<file path="config.mk">
export PLATFORM = sky130hd
export DESIGN_NAME = blackjack_round_ctrl
export DESIGN_NICKNAME = d
export VERILOG_FILES = /design/src/rtl/blackjack_round_ctrl.sv
export SDC_FILE = /design/constraint.sdc
export NUM_CORES = 1
export LEC_CHECK = 0
export CAP_MARGIN = 20
export CELL_PAD_IN_SITES_DETAIL_PLACEMENT = 0
export CELL_PAD_IN_SITES_GLOBAL_PLACEMENT = 1
export CORE_UTILIZATION = 40
export CTS_BUF_LIST = sky130_fd_sc_hd__clkbuf_2 sky130_fd_sc_hd__clkbuf_4 sky130_fd_sc_hd__clkbuf_8
export DETAILED_ROUTE_END_ITERATION = 12
export PLACE_DENSITY_LB_ADDON = 0.1
export SLEW_MARGIN = 25
export SYNTH_ARGS = -nofsm -noshare
export SYNTH_HDL_FRONTEND = slang
export SYNTH_SLANG_ARGS = --single-unit
</file>
<file path="constraint.sdc">
create_clock -name clk -period 3.05 [get_ports clk]
set_input_delay 0.915 -clock clk [delete_from_list [all_inputs] [get_ports clk]]
set_output_delay 0.915 -clock clk [all_outputs]
set_load 0.02 [all_outputs]
</file>
<file path="src/rtl/blackjack_round_ctrl.sv">
// blackjack_round_ctrl: one round of blackjack. It deals cards over a
// req/ack handshake, takes the player's hit/pass keys, runs the dealer's
// draw rule and settles the fixed stake against the credit balance.
module blackjack_round_ctrl #(
  parameter int unsigned BET_W        = 16,
  parameter int unsigned START_CREDIT = 100,
  parameter int unsigned BET_UNIT     = 10,
  parameter int unsigned DEALER_STAND = 17
) (
  input  logic             clk,
  input  logic             reset,
  input  logic             start,
  input  logic             hit,
  input  logic             pass,
  output logic             card_req,
  input  logic             card_ack,
  input  logic [3:0]       card_val,
  output logic [4:0]       player_total,
  output logic [4:0]       dealer_total,
  output logic [BET_W-1:0] bet,
  output logic [BET_W-1:0] credit,
  output logic [1:0]       result,
  output logic             busy
);

  localparam logic [BET_W-1:0] BET_UNIT_C     = BET_W'(BET_UNIT);
  localparam logic [BET_W-1:0] START_CREDIT_C = BET_W'(START_CREDIT);
  localparam logic [4:0]       STAND_C        = 5'(DEALER_STAND);

  localparam logic [1:0] RES_NONE = 2'b00;
  localparam logic [1:0] RES_WIN  = 2'b01;
  localparam logic [1:0] RES_LOSE = 2'b10;
  localparam logic [1:0] RES_PUSH = 2'b11;

  typedef enum logic [2:0] {
    S_IDLE,
    S_DEAL,
    S_PLAYER,
    S_DEALER,
    S_SETTLE,
    S_DONE
  } state_t;

  state_t           state_q, state_d;
  logic             start_q, start_d;
  logic             card_req_q, card_req_d;
  logic [2:0]       deal_cnt_q, deal_cnt_d;
  logic [4:0]       player_q, player_d;
  logic [4:0]       dealer_q, dealer_d;
  logic [BET_W-1:0] bet_q, bet_d;
  logic [BET_W-1:0] credit_q, credit_d;
  logic [1:0]       result_q, result_d;

  logic start_edge;
  logic card_fire;

  // Add one card to a hand. Out-of-range codes count as a ten; an ace is
  // worth 11 only if that keeps the hand at 21 or below, and is never
  // demoted later. The largest reachable total (20 + 11 is impossible,
  // 21 + 10 is the ceiling) fits in five bits, so the sum simply truncates.
  function automatic logic [4:0] add_card(input logic [4:0] total,
                                          input logic [3:0] val);
    logic [4:0] v;
    if (val == 4'd0 || val > 4'd10) begin
      v = 5'd10;
    end else begin
      v = {1'b0, val};
    end
    if (v == 5'd1) begin
      if (total <= 5'd10) begin
        add_card = total + 5'd11;
      end else begin
        add_card = total + 5'd1;
      end
    end else begin
      add_card = total + v;
    end
  endfunction

  assign start_edge = start & ~start_q;
  assign card_fire  = card_req_q & card_ack;

  // Next-state and datapath decisions for the round sequencer.
  always_comb begin
    state_d    = state_q;
    start_d    = start;
    card_req_d = card_req_q;
    deal_cnt_d = deal_cnt_q;
    player_d   = player_q;
    dealer_d   = dealer_q;
    bet_d      = bet_q;
    credit_d   = credit_q;
    result_d   = result_q;

    case (state_q)
      S_IDLE, S_DONE: begin
        // A new round needs a fresh start edge and enough credit for the stake;
        // otherwise the last round's outcome stays on display.
        if (start_edge && (credit_q >= BET_UNIT_C)) begin
          player_d   = 5'd0;
          dealer_d   = 5'd0;
          result_d   = RES_NONE;
          bet_d      = BET_UNIT_C;
          credit_d   = credit_q - BET_UNIT_C;
          deal_cnt_d = 3'd0;
          card_req_d = 1'b1;
          state_d    = S_DEAL;
        end
      end

      S_DEAL: begin
        // Even-numbered deal cards go to the player, odd ones to the dealer.
        // After each ack the request rests for one cycle while the total
        // updates, then either re-asserts or hands over to the player.
        if (card_fire) begin
          if (deal_cnt_q[0] == 1'b0) begin
            player_d = add_card(player_q, card_val);
          end else begin
            dealer_d = add_card(dealer_q, card_val);
          end
          deal_cnt_d = deal_cnt_q + 3'd1;
          card_req_d = 1'b0;
        end else if (!card_req_q) begin
          if (deal_cnt_q == 3'd4) begin
            state_d = S_PLAYER;
          end else begin
            card_req_d = 1'b1;
          end
        end
      end

      S_PLAYER: begin
        // Bust and natural 21 are checked on the settled total first. A pass
        // always wins: any outstanding request is dropped, and a card acked
        // in that same cycle is burned rather than added.
        if (player_q > 5'd21) begin
          card_req_d = 1'b0;
          state_d    = S_SETTLE;
        end else if (player_q == 5'd21) begin
          card_req_d = 1'b0;
          state_d    = S_DEALER;
        end else if (pass) begin
          card_req_d = 1'b0;
          state_d    = S_DEALER;
        end else if (card_fire) begin
          player_d   = add_card(player_q, card_val);
          card_req_d = 1'b0;
        end else if (hit && !card_req_q) begin
          card_req_d = 1'b1;
        end
      end

      S_DEALER: begin
        // Dealer draws until reaching the stand threshold; the decision is
        // taken on the idle cycle after each ack, once the total is updated.
        if (card_fire) begin
          dealer_d   = add_card(dealer_q, card_val);
          card_req_d = 1'b0;
        end else if (!card_req_q) begin
          if (dealer_q < STAND_C) begin
            card_req_d = 1'b1;
          end else begin
            state_d = S_SETTLE;
          end
        end
      end

      S_SETTLE: begin
        // A win returns the stake plus an equal payout, a push returns the
        // stake, a loss keeps it. Credit wraps at the register width.
        card_req_d = 1'b0;
        if (player_q > 5'd21) begin
          result_d = RES_LOSE;
        end else if ((dealer_q > 5'd21) || (player_q > dealer_q)) begin
          result_d = RES_WIN;
          credit_d = credit_q + (bet_q << 1);
        end else if (player_q == dealer_q) begin
          result_d = RES_PUSH;
          credit_d = credit_q + bet_q;
        end else begin
          result_d = RES_LOSE;
        end
        state_d = S_DONE;
      end

      default: begin
        state_d    = S_IDLE;
        card_req_d = 1'b0;
      end
    endcase
  end

  // State and datapath registers; start_q resets high so a switch that is
  // already on when reset releases cannot launch a round.
  always_ff @(posedge clk or posedge reset) begin
    if (reset) begin
      state_q    <= S_IDLE;
      start_q    <= 1'b1;
      card_req_q <= 1'b0;
      deal_cnt_q <= 3'd0;
      player_q   <= 5'd0;
      dealer_q   <= 5'd0;
      bet_q      <= '0;
      credit_q   <= START_CREDIT_C;
      result_q   <= RES_NONE;
    end else begin
      state_q    <= state_d;
      start_q    <= start_d;
      card_req_q <= card_req_d;
      deal_cnt_q <= deal_cnt_d;
      player_q   <= player_d;
      dealer_q   <= dealer_d;
      bet_q      <= bet_d;
      credit_q   <= credit_d;
      result_q   <= result_d;
    end
  end

  assign card_req     = card_req_q;
  assign player_total = player_q;
  assign dealer_total = dealer_q;
  assign bet          = bet_q;
  assign credit       = credit_q;
  assign result       = result_q;
  assign busy         = (state_q != S_IDLE) && (state_q != S_DONE);

endmodule
</file>
# == Word level (Yosys, flattened, before mapping) ==
# Index checks and enable logic that the tools add are counted.
# op_classes
n_mux,68
n_reduce_logical,22
eq_ne,32
magnitude_cmp,8
n_bitwise,3
n_addsub,12
# ops
operator,count
two-way mux 5 bit,28
two-way mux 16 bit,4
two-way mux 3 bit,12
!= test 2 bit (second input constant),16
case mux 16 bit (2 select lines),1
case mux 5 bit (3 select lines),2
adder 5 bit,4
== test 5 x 1 -> 1 bit (second input constant),4
adder 16 x 4 -> 16 bit,1
adder 16 x 5 -> 16 bit,1
>= comparator 16 x 4 -> 1 bit (second input constant),1
AND reduction 8 bit,2
subtractor 16 x 4 -> 16 bit (second input constant),1
case mux 3 bit (5 select lines),1
two-way mux 1 bit,13
adder 5 x 1 -> 5 bit (second input constant),2
adder 5 x 4 -> 5 bit (second input constant),2
> comparator 5 bit (second input constant),2
less-or-equal comparator 5 x 4 -> 1 bit (second input constant),2
== test 3 bit (second input constant),3
nonzero test 3 bit,3
== test 3 x 2 -> 1 bit (second input constant),2
two-way mux 2 bit,3
!= test 3 bit (second input constant),2
26 further kinds,33
# totals
ff_bits,37
wordCells,154
input_bits,10
out_inout_bits,46

# == Depth between registers and ports, before layout ==
# Gate-level depths: netlist of the first run.
# logic_depth
depth_word,15
mapped_depth,12
mapped_depth_nobuf,12

# == Least setup slack after synthesis of the first run ==
# No wires, ideal clock.
# synth_path
kind,input port to flip-flop
startpoint,input card_val[1]
endpoint,register player_q[4] (netlist: player_total[4])
stages,10
path_buffers,0
arrival_ps,2431
setup_ps,76
path_slack_ps,542
required_ps,2974
path_cell_list,o21ai_0 -> and2_1 -> ha_1 -> inv_1 -> fa_1 -> inv_1 -> a21o_1 -> a21oi_1 -> or4_1 -> o21ai_1
# synth_between
elab_chain_len,15
elab_cells_between_ends,25
cone_classes,add/sub (2); order compare (1); eq/ne (2); mux (18); reduce/logical (2)
# synth_lines
item,line_no,rtl
"start, declared",17,"input logic [3:0] card_val,"
> comparator 4 bit / zero test 4 bit (equally long branches),64,if (val == 4'd0 || val > 4'd10) begin
logical OR 1 bit,64,
two-way mux 4 bit (*),64,
two-way mux 5 bit,145,end else if (card_fire) begin
two-way mux 5 bit,142,end else if (pass) begin
two-way mux 5 bit,139,end else if (player_q == 5'd21) begin
two-way mux 5 bit,136,if (player_q > 5'd21) begin
two-way mux 5 bit,95,case (state_q)
adder 5 bit / == test 5 x 1 -> 1 bit (equally long branches),"76, 69",
two-way mux 5 bit,69,if (v == 5'd1) begin
two-way mux 5 bit,145,
two-way mux 5 bit,142,
two-way mux 5 bit,139,
two-way mux 5 bit,136,
case mux 5 bit (3 select lines) (*),95,
"end signal, assigned",211,player_q <= player_d;
"end, declared",48,"logic [4:0] player_q, player_d;"
# Mark *: on every way between the ends. The rest lies on a longest branch, timed or not. The select of a mux whose other input is x is not followed.
# A chain may end at the register's enable or synchronous reset.

# == Final worst setup path of the first run ==
# layout_path
startpoint,input card_val[2]
endpoint,register player_q[4] (netlist: player_total[4])
# The elaborated chain is that of the path after synthesis.

==> results list, run 1 <==
- DR vias: 2684
- Global routing consumed, over all layers together, 20.1% of the routing resources.
* Count of fill cells added during filler insertion: 728
* Antenna violations before repair: 0
- The top cell type by area accounts for 26.6% of the synthesized area.
- Ys async rst share: 100%
- Entering global routing, the biggest net connects 37 pins.
* Leakage: 1.57 nW
- The floorplan step defined a die boundary enclosing 7890 µm².
- Number of standard cells in the final layout excluding fillers: 507
- Mapped Avg Cell Area: 8.54 µm²
* H-Tree Level Count: 2
- The number of antenna diodes in the final layout is 0.
- Required time of the critical path: 3.25 ns
- Crit end category: register
- Power spread over the standard cell area amounts to 1030 nW/µm².
- STA classifies the critical path startpoint as an input port.
- Routed wire length: 7.69 mm
- Core Region: 7250 µm²
- CTS root buffer: sky130_fd_sc_hd__clkbuf_8
- Initial core utilization: 41.6%
- Compared with the post-synthesis result, the final layout area differs by 21.4%.
* Synthesis Warnings: 0
* Leading register cell type out of synthesis: sky130_fd_sc_hd__dfrtp_1
* Post-synth cell types: 67
- After global routing the overflow that remains totals 0.
* DRC violation count after routing: 0
* Maximum vdd ir drop: 0.000522 V
* Transition time at the pin with the least slew margin: 0.856 ns
- Across the run, the number of max-cap violations was 0.
- The floorplan step set the die height to 88.8 µm.
- Of the cells placed in the final design, the portion with a size suffix greater than 1 is 11.8%.
- Min-Delay Path Class: reg -> reg
* Clock latency at the later pin of the worst-skew pair: 0.28 ns
- Number of nets with antenna violations after routing: 0
- In this run switching power makes up 49.1% of total power.
- After legalization and detailed placement, the total HPWL measured 5.75 mm.
* Minimum clock period: 2.85 ns
- The floorplan has 31 rows.
- Based on the critical path, the design can be clocked at up to 0.351 GHz.
* Setup_tns: 0 ns
* Via count of the first global-routing pass: 2432
- Share of total power in combinational logic: 65.5%
* X dimension of the die: 88.8 µm
* Buffers added on ports: 40
- Internal power comes to 1.92 mW.
* Post-DR vias/cell: 5.29
- CP Class: in -> reg
* Wire length of the first global-routing pass: 12.2 mm
- Setup violations remaining at the end of the flow were counted as 0.
* Pre-Repair DR Iteration Count: 4
* Total number of nets in the final design: 442
- Clock skew on the completed layout was measured at 0.00886 ns.
- Synthesized netlist cell count: 353
* IO Count: 56
* Fraction of power consumed by sequential logic: 25.0%
- TritonCTS built the clock tree.
* RSZ-0062 raised after global routing: false
- Number of slew-limit violations in the final report: 0
- Measured against its own limit, the worst slew margin works out to 42.5%.
- The share of total power dissipated in the clock network is 9.5%.
- Sinks on Clock Net: 36
* Max Buffers Root-to-Sink: 2
- Summed over all instances, the cell type with the most area after synthesis is sky130_fd_sc_hd__dfrtp_1.
- Last weighted congestion value of the routability-driven placer: 0.854
- Part of the Yosys area used for sequential elements: 30.1%
- The analysis attributes to net switching a power of 1.85 mW.
- Gates resized during post-CTS repair numbered 0.
* Number of synthesized flops with an enable pin: 0
* Arrival time of the worst setup path: 3.06 ns
* Number of synthesized register bits: 36
- Measured on the finished design, the core utilization comes to 50.5%.
- Max FO, Critical Path: 4
* Tcrit/Tclk final: 93.5%
- Routed len/inst: 15.2 µm
- Clock-pin slew was measured on the worst setup and hold paths at 0.08 ns.
- Starting DRC count in detailed routing: 132
* CTS hold repair buffers: 0
* Overall power consumption: 3.77 mW
* Total instance count after detailed placement: 499
- Buffers inserted during post-CTS setup optimization: 0
- Final count of hold timing violations: 0
* Netlist area before placement: 3010 µm²
* Cells taking the most area after synthesis: sky130_fd_sc_hd__dfrtp_1, sky130_fd_sc_hd__ha_1, sky130_fd_sc_hd__buf_4
- Num CTS Buffers: 5
* Status: completed
## layout make-up
type	instances	area (µm²)	share of cell area, %
tap	99	124	3.38
inverter	22	82.6	2.26
clock buffer	7	83.8	2.29
multi-input combinational	283	1920	52.3
sequential	36	906	24.8
timing repair buffer	59	543	14.8
clock inverter	1	5.00	0.137
## cells in the mapped netlist, types with 6 or more instances
master,n
sky130_fd_sc_hd__a21o_1,10
sky130_fd_sc_hd__a21oi_1,24
sky130_fd_sc_hd__buf_4,17
sky130_fd_sc_hd__clkbuf_1,7
sky130_fd_sc_hd__dfrtp_1,32
sky130_fd_sc_hd__ha_1,23
sky130_fd_sc_hd__inv_1,21
sky130_fd_sc_hd__nand2_1,32
sky130_fd_sc_hd__nand3_1,11
sky130_fd_sc_hd__nor2_1,28
sky130_fd_sc_hd__nor2b_1,6
sky130_fd_sc_hd__nor3_1,10
sky130_fd_sc_hd__o21ai_0,12
sky130_fd_sc_hd__o31ai_1,9
sky130_fd_sc_hd__xnor2_1,6
sky130_fd_sc_hd__xor2_1,12
## power groups by stage
stage / clock network, mW / registers [mW] / logic [mW]
2_1_floorplan: 0 / 1.02 / 1.54
3_3_place_gp: 0 / 0.951 / 2.45
6_report: 0.357 / 0.942 / 2.47
4_1_cts: 0.368 / 0.941 / 2.47
3_5_place_dp: 0 / 0.948 / 2.46
5_1_grt: 0.386 / 0.976 / 2.72
## through the flow
step / setup slack [ns] / hold WS [ns] / instance area, µm²
6_report: 0.198 / 0.497 / 3660
5_1_grt: 0.0495 / 0.527 / 3660
4_1_cts: 0.202 / 0.505 / 3660
3_5_place_dp: -0.0884 / 0.492 / 3570
3_3_place_gp: 0.00206 / 0.482 / 3570
2_1_floorplan: 0.542 / 0.492 / 3070
## placed cells by master (no fill, tap or decap), types with 3 or more instances in the layout
cell type,n
sky130_fd_sc_hd__clkdlybuf4s50_1,40
sky130_fd_sc_hd__nand3b_1,3
sky130_fd_sc_hd__a211o_1,3
sky130_fd_sc_hd__dfstp_2,4
sky130_fd_sc_hd__nor3_1,10
sky130_fd_sc_hd__nand2b_1,5
sky130_fd_sc_hd__xor2_1,12
sky130_fd_sc_hd__inv_1,21
sky130_fd_sc_hd__nor2b_1,6
sky130_fd_sc_hd__a221oi_2,3
sky130_fd_sc_hd__o21ai_1,4
sky130_fd_sc_hd__mux2i_1,3
sky130_fd_sc_hd__ha_1,23
sky130_fd_sc_hd__nand3_1,11
sky130_fd_sc_hd__a21o_1,10
sky130_fd_sc_hd__a22o_1,3
sky130_fd_sc_hd__a31oi_1,4
sky130_fd_sc_hd__buf_4,19
sky130_fd_sc_hd__dfrtp_1,32
sky130_fd_sc_hd__xnor2_1,6
sky130_fd_sc_hd__conb_1,15
sky130_fd_sc_hd__nand2_1,32
sky130_fd_sc_hd__o31ai_1,9
sky130_fd_sc_hd__nor2_1,28
sky130_fd_sc_hd__o211ai_1,3
sky130_fd_sc_hd__clkbuf_8,5
sky130_fd_sc_hd__nor4_1,5
sky130_fd_sc_hd__a21oi_1,24
sky130_fd_sc_hd__o21ai_0,12
## path summary, 6_finish.rpt
| kind | from | endpoint | slack, ns | cells after the start |
|---|---|---|---|---|
| worst min register to register | credit[15]$_DFFE_PP0P_ | credit[15]$_DFFE_PP0P_ | 0.50 | 1 |
| max in group asynchronous | reset | start_q$_DFF_PP1_ | 1.66 | 3 |
| worst max-delay path | card_val[2] | player_total[4]$_DFFE_PP0P_ | 0.20 | 12 |
| min in group asynchronous | reset | credit[12]$_DFFE_PP0P_ | 1.04 | 3 |
| worst max register to register | dealer_total[4]$_DFFE_PP0P_ | credit[12]$_DFFE_PP0P_ | 0.46 | 8 |
| worst min-delay path | credit[15]$_DFFE_PP0P_ | credit[15]$_DFFE_PP0P_ | 0.50 | 1 |
## per-layer routing
metal  global-route usage, %  part of all wire [%]  up-vias
li1                        -                     -     1361
met1                    27.8                    49     1270
met2                    33.4                    48       49
met4                    5.13                  0.91        0
met3                    2.24                   2.5        4
met5                       0                     0        -
## registers in the layout, summed over array words and instances, names as in the netlist
| signal | flops |
|---|---|
| player_total | 5 |
| credit | 15 |
| dealer_total | 5 |
| state_q | 3 |
| deal_cnt_q | 3 |
| bet | 1 |
| start_q | 1 |
| card_req | 1 |
| result | 2 |
## worst max-delay path, stage by stage
cell and delay (ns):
sky130_fd_sc_hd__clkdlybuf4s50_1 0.52, sky130_fd_sc_hd__nor2_1 0.07, sky130_fd_sc_hd__nand3b_1 0.10, sky130_fd_sc_hd__nor2_1 0.06, sky130_fd_sc_hd__nor2_1 0.16, sky130_fd_sc_hd__inv_1 0.08, sky130_fd_sc_hd__fa_1 0.42, sky130_fd_sc_hd__inv_1 0.07
sky130_fd_sc_hd__a21o_1 0.10, sky130_fd_sc_hd__a21oi_1 0.07, sky130_fd_sc_hd__or4_1 0.40, sky130_fd_sc_hd__o21ai_1 0.09
## logic make-up (layout without fill, tap and decap cells)
family / Yosys count / after routing / share of synthesized area [%]
compound gates: 98 / 98 / 23.2
xor+xnor: 18 / 18 / 5.23
fa+ha+maj: 25 / 25 / 10.9
buf+inv: 48 / 89 / 8.14
flops: 36 / 36 / 30.1
mux: 4 / 4 / 1.37
other cells: 1 / 15 / 0.124
simple gates: 123 / 123 / 21.0
Power figures use the tool's default switching activity.
==> run 2, diff against run 1 <==
Settings changed: TNS_END_PERCENT set to 50.
==> results of run 2 <==
No change in the layout: final DEF, timing and power equal those of run 1.
